`config.mk`:
```
export PLATFORM = sky130hd
export DESIGN_NAME = hc595_shift_ctrl
export DESIGN_NICKNAME = d
export VERILOG_FILES = /design/src/rtl/hc595_shift_ctrl.sv
export SDC_FILE = /design/constraint.sdc
export NUM_CORES = 1
export LEC_CHECK = 0
export ABC_AREA = 1
export BUFFER_PORTS_ARGS = -buffer_cell sky130_fd_sc_hd__buf_2
export CAP_MARGIN = 40
export CORE_UTILIZATION = 35
export CTS_CLUSTER_SIZE = 8
export DETAILED_ROUTE_END_ITERATION = 10
export RECOVER_POWER = 100
export SYNTH_ARGS = -nofsm -noshare
export SYNTH_HDL_FRONTEND = slang
export SYNTH_SLANG_ARGS = --single-unit
```
`constraint.sdc`:
```
create_clock -name sys_clk -period 1.55 [get_ports sys_clk]
set_input_delay 0.31 -clock sys_clk [delete_from_list [all_inputs] [get_ports sys_clk]]
set_output_delay 0.31 -clock sys_clk [all_outputs]
set_load 0.02 [all_outputs]
```
`src/rtl/hc595_shift_ctrl.sv`:
```
// Serialises one {segment, select} word into two chained 74HC595s, MSB first,
// then pulses the storage clock and reports completion with a one-cycle done.
module hc595_shift_ctrl #(
    parameter int CLK_DIV = 2,
    parameter int SEG_W   = 8,
    parameter int SEL_W   = 6
) (
    input  logic             sys_clk,
    input  logic             sys_rst,
    input  logic [SEG_W-1:0] in_seg,
    input  logic [SEL_W-1:0] in_sel,
    input  logic             in_valid,
    output logic             in_ready,
    input  logic             disp_en,
    output logic             done,
    output logic             ds,
    output logic             shcp,
    output logic             stcp,
    output logic             oe
);

    localparam int WORD_W = SEG_W + SEL_W;
    localparam int DIV_W  = $clog2(CLK_DIV) + 1;
    localparam logic [DIV_W-1:0] DIV_END  = DIV_W'(CLK_DIV);
    localparam logic [3:0]       LAST_BIT = 4'(WORD_W - 1);

    typedef enum logic [1:0] {IDLE, SHIFT, LATCH} state_t;

    state_t            state;
    logic [WORD_W-1:0] word;
    logic [3:0]        bit_cnt;
    logic [DIV_W-1:0]  div_cnt;
    logic              loaded;

    always_ff @(posedge sys_clk or posedge sys_rst) begin
        if (sys_rst) begin
            state    <= IDLE;
            word     <= '0;
            bit_cnt  <= '0;
            div_cnt  <= '0;
            loaded   <= 1'b0;
            in_ready <= 1'b1;
            done     <= 1'b0;
            ds       <= 1'b0;
            shcp     <= 1'b0;
            stcp     <= 1'b0;
            oe       <= 1'b1;
        end else begin
            done <= 1'b0;
            // NOTE: non-blocking, so oe follows the loaded value from the previous cycle.
            oe   <= ~(disp_en & loaded);
            case (state)
                IDLE: begin
                    if (in_valid && in_ready) begin
                        word     <= {in_seg, in_sel};
                        ds       <= in_seg[SEG_W-1];
                        shcp     <= 1'b0;
                        bit_cnt  <= '0;
                        div_cnt  <= '0;
                        in_ready <= 1'b0;
                        state    <= SHIFT;
                    end
                end
                SHIFT: begin
                    // div_cnt starts at 0 on accept, so bit 13 gets one extra low cycle.
                    if (div_cnt == DIV_END) begin
                        div_cnt <= DIV_W'(1);
                        if (!shcp) begin
                            shcp <= 1'b1;
                        end else begin
                            shcp <= 1'b0;
                            if (bit_cnt == LAST_BIT) begin
                                stcp  <= 1'b1;
                                state <= LATCH;
                            end else begin
                                bit_cnt <= bit_cnt + 4'd1;
                                ds      <= word[WORD_W-2];
                                word    <= word << 1;
                            end
                        end
                    end else begin
                        div_cnt <= div_cnt + DIV_W'(1);
                    end
                end
                LATCH: begin
                    if (div_cnt == DIV_END) begin
                        stcp     <= 1'b0;
                        loaded   <= 1'b1;
                        done     <= 1'b1;
                        in_ready <= 1'b1;
                        state    <= IDLE;
                    end else begin
                        div_cnt <= div_cnt + DIV_W'(1);
                    end
                end
                default: state <= IDLE;
            endcase
        end
    end

endmodule

```
== After elaboration in Yosys (flattened, before gate mapping) ==
Cells that the tools add are included.

* $add $sub $neg: 2
* Equality and inequality tests: 11
* Muxes and demuxes: 38
* Bitwise logic cells: 2
* Reductions and logical operators: 13

{| class="wikitable"
|+ Operator list
! cell !! number
|-
| 13-bit 2-to-1 mux || 4
|-
| 13-bit one-hot mux with 2 select lines || 1
|-
| 2-bit 2-to-1 mux || 8
|-
| 4-bit 2-to-1 mux || 4
|-
| 5-bit AND reduction || 3
|-
| 1-bit 2-to-1 mux || 14
|-
| 2-bit inequality test (second input constant) || 7
|-
| 2-bit one-hot mux with 3 select lines || 2
|-
| 3-bit AND reduction || 3
|-
| 1-bit one-hot mux with 2 select lines || 4
|-
| 4-bit one-hot mux with 2 select lines || 1
|-
| 2-bit nonzero test || 3
|-
| 4-bit by 1-bit adder with 4-bit output (second input constant) || 1
|-
| 2-bit == test (second input constant) || 2
|-
| 4-bit == test (second input constant) || 1
|-
| 3-bit nonzero test || 1
|-
| 2-bit by 1-bit adder with 2-bit output (second input constant) || 1
|-
| 2-bit by 1-bit == test with 1-bit output (second input constant) || 1
|-
| 2-bit logical NOT || 1
|-
| 2-bit AND reduction || 1
|-
| 1-bit AND || 1
|-
| 1-bit logical AND || 1
|-
| 1-bit inverter || 1
|}

* Register bits: 28
* Bits of input ports: 18
* Output and inout bits: 6
* Word-level logic and storage cells: 77

== Depth between registers and ports, before layout ==
* Depth after elaboration: 5
* Mapped depth: 11
* Mapped depth without buffers: 9

== Worst setup path after synthesis ==
Ideal clock, no wire load.

* Path kind: flip-flop to flip-flop
* Start: register state[1]
* End: register bit_cnt[2]
* Arrival: 1.418 ns
* Data required time: 1.433 ns
* Path slack: 0.016 ns
* Cell stages (with the launch flop): 11
* Buffers on the path: 2
* Clock period less this slack: 1.534 ns
* Cells stage by stage: dfrtp_1 inv_1 ha_1 inv_2 buf_6 nor2_2 nor2_1 nand2_4 buf_4 nand2_1 nand2_1

* Word-level cells in the longest chain between the ends: 3
* Elaborated cells between the ends (all ways): 9

{| class="wikitable"
|+ Ends and longest elaborated chain
! item !! RTL line !! source
|-
| start: declaration || 29 || <nowiki>state_t state;</nowiki>
|-
| start signal: assignment || 37 || <nowiki>state <= IDLE;</nowiki>
|-
| start signal: assignment || 61 || <nowiki>state <= SHIFT;</nowiki>
|-
| start signal: assignment || 74 || <nowiki>state <= LATCH;</nowiki>
|-
| 2-bit by 1-bit == test with 1-bit output / 2-bit logical NOT (equally long branches) || 52 || <nowiki>case (state)</nowiki>
|-
| 2-bit inequality test (no source line) / 2-bit nonzero test (equally long branches) || n/a ||
|-
| 5-bit AND reduction (no source line) || n/a ||
|-
| end signal: assignment || 76 || <nowiki>bit_cnt <= bit_cnt + 4'd1;</nowiki>
|-
| end: declaration || 31 || <nowiki>logic [3:0] bit_cnt;</nowiki>
|}

Parallel ways exist; a longest one is shown, timed or not.
A chain may end at the register's enable or synchronous reset.

== Worst setup path in the final report ==
* Start: register state[0]
* End: register word[8]

* Word-level cells in the longest chain between the ends: 3
* Elaborated cells between the ends (all ways): 9

{| class="wikitable"
|+ Ends and longest elaborated chain
! item !! RTL line !! source
|-
| 2-bit by 1-bit == test with 1-bit output / 2-bit logical NOT (equally long branches) || 52 ||
|-
| 2-bit inequality test (no source line) / 2-bit nonzero test (equally long branches) || n/a ||
|-
| 5-bit AND reduction (no source line) || n/a ||
|-
| end signal: assignment || 55 || <nowiki>word <= {in_seg, in_sel};</nowiki>
|-
| end signal: assignment || 78 || <nowiki>word <= word << 1;</nowiki>
|-
| end: declaration || 30 || <nowiki>logic [WORD_W-1:0] word;</nowiki>
|}

Parallel ways exist; a longest one is shown, timed or not.

==> out/metrics.cfg <==
[outcome]
status=completed

[floorplanning]
die_h_um=68.6
die_area_um2=4700
ios=24
chipWidth_um=68.6
core_um2=4120
row_count=23
start_util_pct=37.7

[layout]
drive_gt1_share_pct=22.3
stdcell_count=297
fin_nets=275
area_growth_pct=23.9
antennaDiodeCount=0
fill_cells=416

[sta]
finalSetupViolCount=0
slew_headroom_pct=59.5
fmax_mhz=692
final_hold_viol_count=0
clock-skew-final_ns=0.00535
worst_pin_slew_ns=0.607
drv_slew=0
finalCriticalPeriod_ns=1.45
fin_ws_ns=0.104
post-route-period-util_pct=93.3

[placement]
globalplace.congestion=0.768
pre_cts_slack_ns=0.00345
placedCellCount=292
dp_hpwl_um=2110
port_buffers=23

[worst_setup_path]
path_class=reg2reg
path_max_fanout=14
r2r_setup_slack_ns=0.10
cp-end-kind=flop
cp.arrival_ns=1.67
start_kind=flop
required_ns=1.78

[logic_synthesis]
synth_compound_area_share_pct=2.90
synth_top_family_by_area=simple AND/OR/NAND/NOR gates
yosys.cell_types.count=21
synth_warnings=0
synthMuxAreaShare_pct=0
synth_fa_ha_area_share_pct=7.26
yosysSeqAreaShare_pct=45.3
synthCells=212
synth_nets=239
syn_area_um2=1550
avgSynthCellArea_um2=7.32
synth-seq-cells=28
synth-simple-area-share_pct=37.0
synth_xor_area_share_pct=0.565

[clock_network]
cts_max_level=1
insertion_delay_ns=0.28
clkTransAtPathRegs_ns=0.10
numCtsBuffers=3
postCtsSetupRepairBufs=0
cts_tree=done
cts_max_path_buffers=2
root_buffer=clkbuf_8
clock-sinks=28

[route]
first_pass_iters=4
vias_per_cell=4.46
ant_nets=0
drtIter0Drc=45
wl_per_cell_um=10.3
vias=1325
drc=0
routed_wl_um=3070

[global_routing]
grt_pass1_wl_um=5500
grt_overflow=0
grt_usage_pct=15.6
antenna_found_initial=0
grt_max_degree=25
grt_pass1_vias=1224

[power_and_ir_drop]
p_leak_nw=1.06
powerDensity_nw_per_um2=711
ir_drop_mv=0.452

[run]
maxCapViolations=0

[hold_path]
worstHoldPathType=in2reg

## layout make-up
type | instances | area (um2) | share of cell area (%)
Multi-Input combinational cell | 161 | 790 | 41.1
Sequential cell | 28 | 704 | 36.7
Timing Repair Buffer | 37 | 230 | 12.0
Inverter | 17 | 63.8 | 3.32
Tap cell | 50 | 62.6 | 3.26
Clock buffer | 3 | 41.3 | 2.15
Clock inverter | 1 | 30.0 | 1.56
## sequential cells by signal, indices dropped and copies added (netlist names)
| signal | flops |
|---|---|
| bit_cnt | 4 |
| div_cnt | 2 |
| done | 1 |
| ds | 1 |
| in_ready | 1 |
| loaded | 1 |
| oe | 1 |
| shcp | 1 |
| state | 2 |
| stcp | 1 |
| word | 13 |
## cells in the final DEF, fill, tap and decap left out
master / Yosys / layout
dlygate4sd3_1: 0 / 1
ha_4: 0 / 2
nand3_4: 0 / 1
a21oi_1: 4 / 4
nor2_2: 2 / 3
inv_1: 14 / 11
nand4_1: 3 / 3
clkbuf_8: 0 / 3
ha_1: 9 / 5
ha_2: 0 / 2
nor2_4: 1 / 1
buf_12: 0 / 1
nand2_8: 0 / 1
dfstp_2: 2 / 2
nor2_1: 12 / 11
inv_2: 3 / 6
xnor2_1: 1 / 1
dfrtp_2: 0 / 1
clkbuf_1: 1 / 5
o21ai_0: 5 / 5
nand3_1: 4 / 4
clkbuf_2: 0 / 1
buf_6: 2 / 1
bufinv_16: 0 / 1
buf_2: 2 / 18
dfrtp_1: 26 / 25
nand2_1: 117 / 117
or2_2: 1 / 1
buf_4: 1 / 10
## power breakdown
group | internal [mW] | total (mW) | switching, mW
Clock | 0.346 | 0.583 | 0.237
Sequential | 0.730 | 0.730 | 0
Combinational | 0.0243 | 0.0527 | 0.0284
Total | 1.10 | 1.37 | 0.265
## repair_timing
| item | 4_1_cts | 5_1_grt |
|---|---|---|
| pin swaps | 0 | 4 |
| endpoints found under the hold margin | 4 | 0 |
| endpoints found under the setup margin | 18 | 21 |
| gates resized for setup | 1 | 13 |
| cloned | 0 | 0 |
| hold buffers | 1 | 0 |
## metal layers
metal / track usage (%) / vias up / wire [um]
met2: 25.2 / 23 / 1450
met4: 3.13 / 0 / 27
met5: 0 / - / 0
met3: 3.95 / 5 / 116
met1: 20.9 / 585 / 1480
li1: - / 712 / -
## cell usage after synthesis
master,count,area (um2)
nor2_2,2,12.5
or2_2,1,6.26
o21ai_0,5,25.0
nor2_1,12,45.0
buf_6,2,22.5
clkbuf_1,1,3.75
a21oi_1,4,20.0
buf_2,2,10.0
dfstp_2,2,52.6
nor2_4,1,11.3
inv_1,14,52.6
nand2_1,117,439
buf_4,1,7.51
nand2_4,1,11.3
inv_2,3,11.3
ha_1,9,113
xnor2_1,1,8.76
dfrtp_1,26,651
nand3_2,1,10.0
nand4_1,3,18.8
nand3_1,4,20.0
## logic make-up after synthesis
| family | after synthesis |
|---|---|
| simple gates | 142 |
| flops | 28 |
| buf+inv | 23 |
| compound gates | 9 |
| xor+xnor | 1 |
| fa+ha+maj | 9 |
## metrics by stage
step | utilization, % | total power [mW] | setup TNS [ns] | hold WS (ns) | cell area [um2]
5_1_grt | 46.7 | 1.42 | -0.0613 | 0.148 | 1920
3_3_place_gp | 43.9 | 0.802 | 0 | 0.238 | 1810
3_5_place_dp | 43.9 | 0.802 | 0 | 0.240 | 1810
4_1_cts | 46.0 | 1.39 | 0 | 0.143 | 1890
2_1_floorplan | - | 0.770 | 0 | 0.353 | 1550
6_report | 46.7 | 1.37 | 0 | 0.149 | 1920
## worst max-delay path, cell delays in order (launching register included)
cell,delay (ns)
dfrtp_2,0.47
inv_2,0.09
ha_2,0.18
inv_1,0.05
nand2_1,0.09
nand3_4,0.11
nor2_4,0.14
buf_12,0.15
nand2_1,0.05
nand2_1,0.06
## worst paths after layout
| check | end | from | cells after the start |
|---|---|---|---|
| setup reg to reg | word[8] | state[0] | 9 |
| hold / removal | oe | disp_en | 2 |
| setup / recovery | word[8] | state[0] | 9 |
| hold reg to reg | oe | loaded | 1 |
| max in group asynchronous | state[0] | sys_rst | 4 |
| min in group asynchronous | bit_cnt[0] | sys_rst | 3 |
(Power assumes the default switching activity.)
